**config.mk**
```make
export PLATFORM = sky130hd
export DESIGN_NAME = vectored_int_ctrl_flat
export DESIGN_NICKNAME = d
export VERILOG_FILES = /design/src/rtl/vectored_int_ctrl_if.sv /design/src/rtl/vectored_int_ctrl.sv /design/src/flat_wrapper.sv
export SDC_FILE = /design/constraint.sdc
export NUM_CORES = 1
export LEC_CHECK = 0
export BUFFER_PORTS_ARGS = -buffer_cell sky130_fd_sc_hd__buf_4
export CAP_MARGIN = 20
export CORE_ASPECT_RATIO = 0.7
export CORE_MARGIN = 3
export CORE_UTILIZATION = 40
export CTS_BUF_LIST = sky130_fd_sc_hd__clkbuf_4
export CTS_CLUSTER_DIAMETER = 80
export CTS_CLUSTER_SIZE = 28
export DETAILED_ROUTE_END_ITERATION = 8
export PLACE_DENSITY = 0.73
export SETUP_SLACK_MARGIN = 0.02
export SYNTH_ARGS = -nofsm -noshare
export SYNTH_HDL_FRONTEND = slang
export SYNTH_SLANG_ARGS = --single-unit
export TNS_END_PERCENT = 5
```
**constraint.sdc**
```tcl
create_clock -name clk -period 2.22 [get_ports clk]
set_input_delay 0.222 -clock clk [delete_from_list [all_inputs] [get_ports clk]]
set_output_delay 0.222 -clock clk [all_outputs]
set_load 0.05 [all_outputs]
```
**src/rtl/vectored_int_ctrl_if.sv**
```systemverilog
// Bundle of peripheral, mask and core-handshake signals around the vectored
// interrupt controller. The controller uses the master side: it owns the
// request, the vector and the status outputs. The environment (peripherals
// plus core) uses the slave side.
interface vectored_int_ctrl_if;
  logic        done1;
  logic        done2;
  logic        done3;
  logic        done4;
  logic [3:0]  int_mask;
  logic        int_ack;
  logic        eoi;
  logic        interrupt;
  logic [31:0] int_addr;
  logic [1:0]  int_id;
  logic        in_service;
  logic [3:0]  pending;

  modport master (
    input  done1, done2, done3, done4, int_mask, int_ack, eoi,
    output interrupt, int_addr, int_id, in_service, pending
  );

  modport slave (
    output done1, done2, done3, done4, int_mask, int_ack, eoi,
    input  interrupt, int_addr, int_id, in_service, pending
  );
endinterface

```
**src/rtl/vectored_int_ctrl.sv**
```systemverilog
// Four-source vectored interrupt controller for the single-cycle MIPS core.
// Completion edges from the peripherals are latched as pending bits. The
// lowest-numbered eligible source wins and is presented as a single request
// together with its handler vector. The controller then walks the
// ack / end-of-interrupt handshake, so only one handler is ever in service.
module vectored_int_ctrl #(
  parameter logic [31:0] VEC_BASE  = 32'h0000_0100,
  parameter int unsigned VEC_SHIFT = 4
) (
  input logic              clk,
  input logic              reset_n,
  vectored_int_ctrl_if.master bus
);

  typedef enum logic [1:0] {
    IDLE    = 2'd0,
    REQ     = 2'd1,
    SERVICE = 2'd2
  } state_t;

  // Handler vector for a source index; 32-bit arithmetic that wraps on overflow.
  function automatic logic [31:0] vec_addr(input logic [1:0] id);
    vec_addr = VEC_BASE + ({30'd0, id} << VEC_SHIFT);
  endfunction

  state_t      state;
  state_t      state_next;
  logic [3:0]  done_now;
  logic [3:0]  done_q;
  logic [3:0]  rise;
  logic [3:0]  clr;
  logic [3:0]  eligible;
  logic [3:0]  pending_reg;
  logic [3:0]  pending_next;
  logic [1:0]  winner;
  logic        irq_reg;
  logic        irq_next;
  logic [1:0]  id_reg;
  logic [1:0]  id_next;
  logic [31:0] addr_reg;
  logic [31:0] addr_next;
  logic        svc_reg;
  logic        svc_next;

  assign done_now = {bus.done4, bus.done3, bus.done2, bus.done1};
  assign rise     = done_now & ~done_q;
  assign eligible = pending_reg & bus.int_mask;

  // Fixed priority: the lowest set index wins.
  always_comb begin
    winner = 2'd0;
    if (eligible[0]) begin
      winner = 2'd0;
    end else if (eligible[1]) begin
      winner = 2'd1;
    end else if (eligible[2]) begin
      winner = 2'd2;
    end else begin
      winner = 2'd3;
    end
  end

  // The acknowledged source is cleared. A new rise in the same cycle still sets the bit, so it re-pends.
  always_comb begin
    clr = 4'b0000;
    if ((state == REQ) && bus.int_ack) begin
      clr = 4'b0001 << id_reg;
    end else begin
      clr = 4'b0000;
    end
    pending_next = (pending_reg & ~clr) | rise;
  end

  // Next-state and next-output logic for the request/service handshake.
  always_comb begin
    state_next = state;
    irq_next   = irq_reg;
    id_next    = id_reg;
    addr_next  = addr_reg;
    svc_next   = svc_reg;
    case (state)
      IDLE: begin
        if (eligible != 4'b0000) begin
          state_next = REQ;
          irq_next   = 1'b1;
          id_next    = winner;
          addr_next  = vec_addr(winner);
        end else begin
          state_next = IDLE;
        end
      end
      REQ: begin
        // The request is held as issued: no preemption, no retraction on mask changes.
        if (bus.int_ack) begin
          state_next = SERVICE;
          irq_next   = 1'b0;
          svc_next   = 1'b1;
        end else begin
          state_next = REQ;
        end
      end
      SERVICE: begin
        // int_id/int_addr keep the last served source after the handler returns.
        if (bus.eoi) begin
          state_next = IDLE;
          svc_next   = 1'b0;
        end else begin
          state_next = SERVICE;
        end
      end
      default: begin
        state_next = IDLE;
        irq_next   = 1'b0;
        svc_next   = 1'b0;
      end
    endcase
  end

  // Register all state and outputs; async reset clears everything immediately.
  always_ff @(posedge clk or negedge reset_n) begin
    if (!reset_n) begin
      state       <= IDLE;
      done_q      <= 4'b0000;
      pending_reg <= 4'b0000;
      irq_reg     <= 1'b0;
      id_reg      <= 2'd0;
      addr_reg    <= 32'd0;
      svc_reg     <= 1'b0;
    end else begin
      state       <= state_next;
      done_q      <= done_now;
      pending_reg <= pending_next;
      irq_reg     <= irq_next;
      id_reg      <= id_next;
      addr_reg    <= addr_next;
      svc_reg     <= svc_next;
    end
  end

  assign bus.interrupt  = irq_reg;
  assign bus.int_id     = id_reg;
  assign bus.int_addr   = addr_reg;
  assign bus.in_service = svc_reg;
  assign bus.pending    = pending_reg;

endmodule

```
**src/flat_wrapper.sv**
```systemverilog
// flat-port wrapper written by rule: the top's interface ports become plain ports
module vectored_int_ctrl_flat 
#(
  parameter logic [31:0] VEC_BASE  = 32'h0000_0100,
  parameter int unsigned VEC_SHIFT = 4
)
  (clk, reset_n, bus_done1, bus_done2, bus_done3, bus_done4, bus_int_mask, bus_int_ack, bus_eoi, bus_interrupt, bus_int_addr, bus_int_id, bus_in_service, bus_pending);
  vectored_int_ctrl_if bus_i ();
  input logic clk;
  input logic reset_n;
  input wire logic [$bits(bus_i.done1)-1:0] bus_done1;
  input wire logic [$bits(bus_i.done2)-1:0] bus_done2;
  input wire logic [$bits(bus_i.done3)-1:0] bus_done3;
  input wire logic [$bits(bus_i.done4)-1:0] bus_done4;
  input wire logic [$bits(bus_i.int_mask)-1:0] bus_int_mask;
  input wire logic [$bits(bus_i.int_ack)-1:0] bus_int_ack;
  input wire logic [$bits(bus_i.eoi)-1:0] bus_eoi;
  output wire logic [$bits(bus_i.interrupt)-1:0] bus_interrupt;
  output wire logic [$bits(bus_i.int_addr)-1:0] bus_int_addr;
  output wire logic [$bits(bus_i.int_id)-1:0] bus_int_id;
  output wire logic [$bits(bus_i.in_service)-1:0] bus_in_service;
  output wire logic [$bits(bus_i.pending)-1:0] bus_pending;
  assign bus_i.done1 = bus_done1;
  assign bus_i.done2 = bus_done2;
  assign bus_i.done3 = bus_done3;
  assign bus_i.done4 = bus_done4;
  assign bus_i.int_mask = bus_int_mask;
  assign bus_i.int_ack = bus_int_ack;
  assign bus_i.eoi = bus_eoi;
  assign bus_interrupt = bus_i.interrupt;
  assign bus_int_addr = bus_i.int_addr;
  assign bus_int_id = bus_i.int_id;
  assign bus_in_service = bus_i.in_service;
  assign bus_pending = bus_i.pending;
  vectored_int_ctrl #(.VEC_BASE(VEC_BASE), .VEC_SHIFT(VEC_SHIFT)) u_core (.clk(clk), .reset_n(reset_n), .bus(bus_i));
endmodule
```
==> impl_metrics.py <==
metrics = {
    "floorplanning": {
        "core_sq_mm": 0.001936,
        "fp-row-count": 13,
        "die_w_um": 61.41,
        "pin_count": 52,
        "start_util": 0.4441,
        "die_area_sq_mm": 0.002750,
        "die_h_um": 44.79,
    },
    "layout": {
        "drive_gt1_frac": 0.2936,
        "syn2layout_area_growth_pct": 10.92,
        "layout_common_cells": "29 x conb_1, 22 x buf_4, 15 x dfrtp_1",
        "nets": 122,
        "layoutNonFillerInstCount": 131,
        "diodes": 0,
        "nFillCells": 183,
        "final_common_cell": "conb_1",
    },
    "logic_synthesis": {
        "muxShareOfSynthArea": 0,
        "synth-xor-area-share": 0,
        "ys_top_cells_by_area": "dfrtp_1 44%, buf_4 27%, o21ai_0 5.2%",
        "syn_area_sq_um": 859.6,
        "synth-seq-cells": 15,
        "avgSynthCellArea_sq_um": 9.995,
        "synthSimpleGateAreaFrac": 0.06841,
        "yosys.area_share.adder": 0,
        "yosysTopAreaCellShare": 0.4367,
        "synth_top_area_cell": "dfrtp_1",
        "yosysWarnings": 0,
        "synth-compound-area-share": 0.1849,
        "ys_seq_area_frac": 0.4367,
        "synthCells": 86,
        "synthDistinctLibCells": 18,
        "synth_top_family_by_area": "buffers and inverters",
    },
    "worst_setup_path": {
        "worstSetupEndpointType": "register",
        "path_max_fanout": 4,
        "cp.required_ps": 2390,
        "startpoint_type": "register",
        "r2r-start": "u_core.bus.pending[1]",
        "rrSetupSlack_ps": 990,
        "r2r_cells": 3,
        "criticalPathCategory": "register to register",
        "cp.arrival_ps": 1400,
        "reg2reg_to": "u_core.bus.int_addr[8]",
    },
    "hold_path": {
        "hp-class": "input port to register",
        "min_to": "u_core.done_q[3]",
        "hp-start": "bus_done4",
        "holdPathStages": 1,
    },
    "drt": {
        "drtPass1Iterations": 3,
        "antenna_left": 0,
        "vias_per_cell": 4.191,
        "wirelength_um": 1531,
        "drt-wirelength-per-cell_um": 11.69,
        "drc_errors": 0,
        "num_vias": 549,
        "drt_iter0_drc": 4,
    },
    "place": {
        "gp_congestion": 0.8465,
        "dp_cells": 126,
        "dp_hpwl_um": 1259,
        "io_buffers": 22,
    },
    "clock_network": {
        "cts.path.max_buffers": 2,
        "tritoncts": "built",
        "numCtsBuffers": 3,
        "cts_sinks": 15,
        "clk-insertion-delay-late_ps": 270,
        "clk_pin_slew_ps": 90,
        "cts_resized": 0,
        "cts-htree-levels": 1,
        "clockRootBuffer": "clkbuf_4",
    },
    "timing": {
        "setup_viol": 0,
        "finalCritPeriodShare": 0.5546,
        "max_freq_mhz": 812.2,
        "rsz0062_at_grt": "false",
        "fin_setup_tns_ps": 0,
        "slew_violations": 0,
        "period_minus_slack_ps": 1231,
        "clock_skew_ps": 3.951,
        "hold_viol": 0,
    },
    "power_and_ir_drop": {
        "p_leak_uw": 0.0004812,
        "power_uw": 1458,
        "vdd_ir_drop_max_uv": 656.7,
        "power.density_mw_per_mm2": 1529,
    },
    "global_routing": {
        "grt-ovfl-total": 0,
        "grt_max_degree": 16,
        "antenna_found_initial": 0,
        "track_usage": 0.1103,
        "grt_pass1_vias": 473,
        "grt_pass1_wl_um": 2214,
    },
    "status": {
        "outcome": "completed",
    },
    "job": {
        "cap_violations": 0,
    },
}
==> cell usage after synthesis (all sizes together) <==
library cell	number
a221oi	1
a21oi	2
or2	2
nand4b	1
o22a	1
dfrtp	15
o2bb2ai	1
a22oi	1
conb	1
o21ai	9
inv	5
buf	32
o41ai	2
a21o	2
nor2	3
a31oi	1
nand2	7
==> logic make-up (layout without fill, tap and decap cells) <==
family | count (synthesis) | in the layout
DFF | 15 | 15
buffers and inverters | 37 | 32
and+or+nand+nor | 13 | 13
other | 1 | 29
AOI/OAI and AO/OA | 20 | 20
==> report_power, final <==
group          leakage [uW]  internal (uW)  total [uW]  switching (uW)
registers          0.000164            362         466             104
logic              0.000299            241         830             589
clock network     0.0000184           81.8         162            80.2
total              0.000481            685        1460             773
==> repair_timing <==
action / 4_1_cts / 5_1_grt
setup buffers: 0 / 0
endpoints found under the hold margin: 15 / 0
hold buffers: 1 / 0
==> area by class of cell <==
type	instances	area, sq um	share of cell area
flip-flops and latches	15	375.4	0.3937
well taps	22	27.53	0.02887
repair buffers	23	175.2	0.1837
inverters	5	18.77	0.01969
clock buffers	4	30.03	0.03150
multi-input cells	62	326.6	0.3425
==> worst max path at each step <==
stage	from	to	slack, ps	depth (start not counted)
CTS	u_core.bus.pending[1]	u_core.bus.int_addr[8]	980	3
detailed placement	u_core.bus.pending[1]	u_core.bus.int_addr[8]	1000	3
floorplan	u_core.bus.int_id[0]	u_core.bus.pending[1]	820	3
global placement	u_core.bus.pending[1]	u_core.bus.int_addr[8]	1000	3
finish	u_core.bus.pending[1]	u_core.bus.int_addr[8]	990	3
global route	u_core.state[0]	u_core.bus.pending[0]	920	3
==> critical path: stages, from the launching register on <==
cell     delay [ps]
dfrtp_1         410
a22oi_1         340
a31oi_4         150
or2_1           230
==> per-stage QoR <==
| step | hold WS, ps | worst slack (ps) | util | cell area [sq um] |
|---|---|---|---|---|
| 2_1_floorplan | -73.59 | 824.0 | - | 964.7 |
| 3_3_place_gp | 85.29 | 1002 | 0.4719 | 913.4 |
| 3_5_place_dp | 84.90 | 1002 | 0.4719 | 913.4 |
| 4_1_cts | 49.93 | 984.7 | 0.4926 | 953.4 |
| 5_1_grt | 36.82 | 920.1 | 0.4926 | 953.4 |
| 6_report | 60.25 | 988.7 | 0.4926 | 953.4 |
==> layer usage <==
layer / wire, um / part of all wire / vias to the layer above / track usage
met5: 0 / 0 / - / 0
met2: 730 / 0.48 / 26 / 0.1540
li1: - / - / 273 / -
met3: 153 / 0.10 / 0 / 0.05714
met4: 0 / 0 / 0 / 0.02542
met1: 647 / 0.42 / 250 / 0.1521
No activity file was read; power rests on OpenSTA's default activity.
